--- config.mk ---
export PLATFORM = sky130hd
export DESIGN_NAME = alu_split
export DESIGN_NICKNAME = d
export VERILOG_FILES = /design/src/rtl/alu_split_pkg.sv /design/src/rtl/alu_split_onehot_dec.sv /design/src/rtl/alu_split.sv
export SDC_FILE = /design/constraint.sdc
export NUM_CORES = 1
export LEC_CHECK = 0
export ABC_CLOCK_PERIOD_IN_PS = 1700
export CORE_MARGIN = 2
export CORE_UTILIZATION = 32
export CTS_CLUSTER_DIAMETER = 40
export DETAILED_ROUTE_END_ITERATION = 7
export GPL_ROUTABILITY_DRIVEN = 0
export GPL_TIMING_DRIVEN = 0
export PLACE_DENSITY = 0.8
export SLEW_MARGIN = 40
export SYNTH_ARGS = -nofsm -noshare
export SYNTH_HDL_FRONTEND = slang
export SYNTH_SLANG_ARGS = --single-unit
--- constraint.sdc ---
create_clock -name clock -period 1.7 [get_ports clock]
set_input_delay 0.34 -clock clock [delete_from_list [all_inputs] [get_ports clock]]
set_output_delay 0.34 -clock clock [all_outputs]
set_load 0.05 [all_outputs]
--- src/rtl/alu_split_pkg.sv ---
`default_nettype none
// ============================================================================
// Package   : alu_pkg
// Purpose   : Shared widths, field types, instruction layout and opcode names
//             for the ALU front-end field splitter and the ALU itself.
// Revision  : 1.0 - initial release
// ============================================================================
package alu_pkg;

  localparam int CTRL_W = 3;
  localparam int OPER_W = 6;
  localparam int DATA_W = CTRL_W + 2 * OPER_W;

  typedef logic [CTRL_W-1:0] ctrl_t;
  typedef logic [OPER_W-1:0] oper_t;

  // Packed instruction word, MSB first: {control, a, b}
  typedef struct packed {
    ctrl_t control;
    oper_t a;
    oper_t b;
  } instr_t;

  // Opcode names shared with the ALU; the encoding is the decoder index
  typedef enum logic [CTRL_W-1:0] {
    OP_ADD = 3'd0,
    OP_SUB = 3'd1,
    OP_AND = 3'd2,
    OP_OR  = 3'd3,
    OP_XOR = 3'd4,
    OP_SHL = 3'd5,
    OP_SHR = 3'd6,
    OP_CMP = 3'd7
  } op_e;

endpackage : alu_pkg
`default_nettype wire

--- src/rtl/alu_split_onehot_dec.sv ---
`default_nettype none
// ============================================================================
// Module    : onehot_dec
// Purpose   : Parameterised N-to-2**N binary to one-hot decoder.
// Revision  : 1.0 - initial release
// ============================================================================
module onehot_dec #(
  parameter int N = 3
) (
  input  logic [N-1:0]      i_bin,
  output logic [(2**N)-1:0] o_onehot
);

  localparam int M = 2 ** N;

  // Exactly one output bit set, at the index given by the binary input
  always_comb begin
    o_onehot = {{(M-1){1'b0}}, 1'b1} << i_bin;
  end

endmodule : onehot_dec
`default_nettype wire

--- src/rtl/alu_split.sv ---
`default_nettype none
// ============================================================================
// Module    : alu_split
// Purpose   : Registered splitter of a packed {control, A, B} instruction word
//             with a valid flag at matching latency and a one-hot opcode
//             decode for the ALU.
// Revision  : 1.0 - initial release
// ============================================================================
module alu_split #(
  parameter  int CTRL_W = alu_pkg::CTRL_W,
  parameter  int OPER_W = alu_pkg::OPER_W,
  localparam int DATA_W = CTRL_W + 2 * OPER_W
) (
  input  logic                   clock,
  input  logic                   reset_n,
  input  logic [DATA_W-1:0]      data,
  input  logic                   data_valid,
  output logic [CTRL_W-1:0]      control,
  output logic [OPER_W-1:0]      A,
  output logic [OPER_W-1:0]      B,
  output logic                   out_valid,
  output logic [(2**CTRL_W)-1:0] op_sel
);

  import alu_pkg::*;

  logic [CTRL_W-1:0] w_ctrl;
  logic [OPER_W-1:0] w_a;
  logic [OPER_W-1:0] w_b;

  logic [CTRL_W-1:0] r_control;
  logic [OPER_W-1:0] r_a;
  logic [OPER_W-1:0] r_b;
  logic              r_out_valid;

  // At the shared widths the word is unpacked through the common layout
  // type so the ALU and this block cannot disagree on field order; any
  // other width pair falls back to the same map expressed by slicing.
  if (CTRL_W == alu_pkg::CTRL_W && OPER_W == alu_pkg::OPER_W) begin : g_pkg_layout
    instr_t w_instr;
    assign w_instr = instr_t'(data);
    assign w_ctrl  = w_instr.control;
    assign w_a     = w_instr.a;
    assign w_b     = w_instr.b;
  end else begin : g_param_layout
    assign w_ctrl = data[DATA_W-1 -: CTRL_W];
    assign w_a    = data[2*OPER_W-1 : OPER_W];
    assign w_b    = data[OPER_W-1 : 0];
  end

  // Free-running capture: fields load every edge regardless of valid
  always_ff @(posedge clock) begin
    if (!reset_n) begin
      r_control   <= '0;
      r_a         <= '0;
      r_b         <= '0;
      r_out_valid <= 1'b0;
    end else begin
      r_control   <= w_ctrl;
      r_a         <= w_a;
      r_b         <= w_b;
      r_out_valid <= data_valid;
    end
  end

  onehot_dec #(
    .N (CTRL_W)
  ) u_onehot_dec (
    .i_bin    (r_control),
    .o_onehot (op_sel)
  );

  assign control   = r_control;
  assign A         = r_a;
  assign B         = r_b;
  assign out_valid = r_out_valid;

endmodule : alu_split
`default_nettype wire

==> out/metrics.yaml <==
required_ns: 1.36
switching_share_pct: 28.9
via_per_inst: 4.41
cts_made_buffers: 3
cts_max_level: 1
cts_tree: "done"
clk_pin_slew_ns: 0.09
cts_buffer_depth: 2
min_to: "A[2]"
p_int_mw: 0.606
grt_max_degree: 11
mostFrequentLayoutCell: "clkdlybuf4s50_1"
hp-class: "primary input to register"
slew_viol_final: 0
combPwrFrac_pct: 23.6
path_max_fanout: 9
critPathArrivalTime_ns: 1.25
drv_cap: 0
critPathCaptureType: "primary output"
fin_nets: 105
synth.distinct_cells: 8
portBuffers: 41
vias: 450
clockPowerShare_pct: 28.6
peakVddDrop_v: 0.000575
setup_violations: 0
power.switching_mw: 0.246
fmax_mhz: 627
min_from: "data[8]"
die_h_microns: 43.8
syn_area_sq_um: 507
die_w_microns: 43.8
antenna_found_initial: 0
syn_nets: 59
min_period_ns: 1.59
numClockSinks: 16
post_dp_cell_area_sq_um: 957
fin_ws_ns: 0.106
die_area_sq_mm: 0.00192
layout-drive-gt1-share_pct: 37.2
p_leak_nw: 0.463
final_cell_mix: "clkdlybuf4s50_1, dlygate4sd2_1, dfxtp_1"
path_class: "register to primary output"
initial_utilization_pct: 34.0
drtIter0Drc: 2
ys_top_cells_by_area: "dfxtp_1, and2_2, and3b_1"
dp_worst_setup_slack_ns: -0.143
synth_cells: 41
worst_pin_slew_ns: 0.502
ios: 42
synth_seq_cells: 16
syn2layout_area_growth_pct: 92.1
rsz0062_at_grt: "false"
final_area_sq_um: 973
synth_warnings: 0
rows: 14
firstDrtPassIters: 2
slew_headroom_pct: 66.6
yosysTopAreaCellShare_pct: 63.2
drc: 0
root_buffer: "clkbuf_4"
grt_overflow_total: 0
yosys.area.top_type: "dfxtp_1"
dp.cells: 98
whs_path_depth: 2
grt_usage_pct: 13.0
diodes: 0
seqPwrFrac_pct: 47.7
grt_pass1_vias: 444
critPathLaunchType: "register"
seq_area_frac_synth_pct: 63.2
ant_nets: 0
syn_area_per_cell_sq_um: 12.4
power_density_mw_per_mm2: 875
wl_per_cell_microns: 10.7
grt_pass1_wl_mm: 1.76
coreArea_sq_mm: 0.00149
cts_setup_buffers: 0
finalWirelength_mm: 1.09
status: "completed"
stdcell_count: 102
hold_viol: 0
post-route-period-util_pct: 93.8
## per-layer routing
metal	GRT usage [%]	wire [microns]	part of all wire (%)
met1	10.3	325	30
met2	24.4	596	54
met3	7.08	162	15
met4	7.27	10	0.91
met5	0	0	0
## cells by family (layout without fill, tap and decap cells)
kind of cell | Yosys count | after routing | share of synthesized area (%)
flip-flops | 16 | 16 | 63.2
buffers and inverters | 1 | 46 | 2.22
AND/OR/NAND/NOR | 24 | 24 | 34.6
## worst max-delay path by stage
stage / startpoint / endpoint / slack [ns] / depth (start not counted)
6_report: control[2] / op_sel[5] / 0.11 / 2
4_1_cts: control[1] / control[1] / 0.01 / 1
3_5_place_dp: control[1] / op_sel[2] / -0.14 / 2
3_3_place_gp: control[0] / op_sel[1] / -0.12 / 2
5_1_grt: control[2] / op_sel[5] / 0.01 / 2
2_1_floorplan: control[2] / op_sel[4] / -0.16 / 1
## worst max-delay path: stages (launching register included)
cell and delay [ns]:
dfxtp_2 0.42, and3b_1 0.18, clkdlybuf4s15_2 0.37
## cell type report
cell class	count	area, sq um
Buffer	1	11.3
Clock buffer	4	36.3
Fill cell	142	515
Multi-Input combinational cell	24	195
Sequential cell	16	324
Tap cell	16	20.0
Timing Repair Buffer	41	387
## power groups by stage
stage          combinational [mW]  clock (mW)  sequential (mW)
2_1_floorplan              0.0534           0            0.486
6_report                    0.201       0.244            0.407
3_3_place_gp                0.218           0            0.415
4_1_cts                     0.204       0.256            0.407
5_1_grt                     0.210       0.271            0.410
3_5_place_dp                0.220           0            0.417
## synthesized netlist by cell type (all sizes together)
cell,count
nor3b,3
and2,16
and3b,3
dfxtp,16
nor3,1
and3,1
buf,1
## repair_timing
item / 4_1_cts / 5_1_grt
hold buffers: 0 / 0
setup endpoints to repair: 24 / 6
gates resized for setup: 46 / 2
## registers in the layout, summed over array words and instances, names as in the netlist
register	cells
out_valid	1
A	6
B	6
control	3
## stage by stage
stage	power [mW]	util (%)	hold slack [ns]	TNS, ns
after floorplan	0.540	-	0.467	-0.471
after detailed placement	0.637	64.3	0.937	-0.871
after global routing	0.891	65.4	0.631	0
final	0.852	65.4	0.633	0
after global placement	0.633	64.3	0.925	-0.693
after CTS	0.867	65.6	0.627	0
Note: power is estimated with default switching activity, not from simulation.
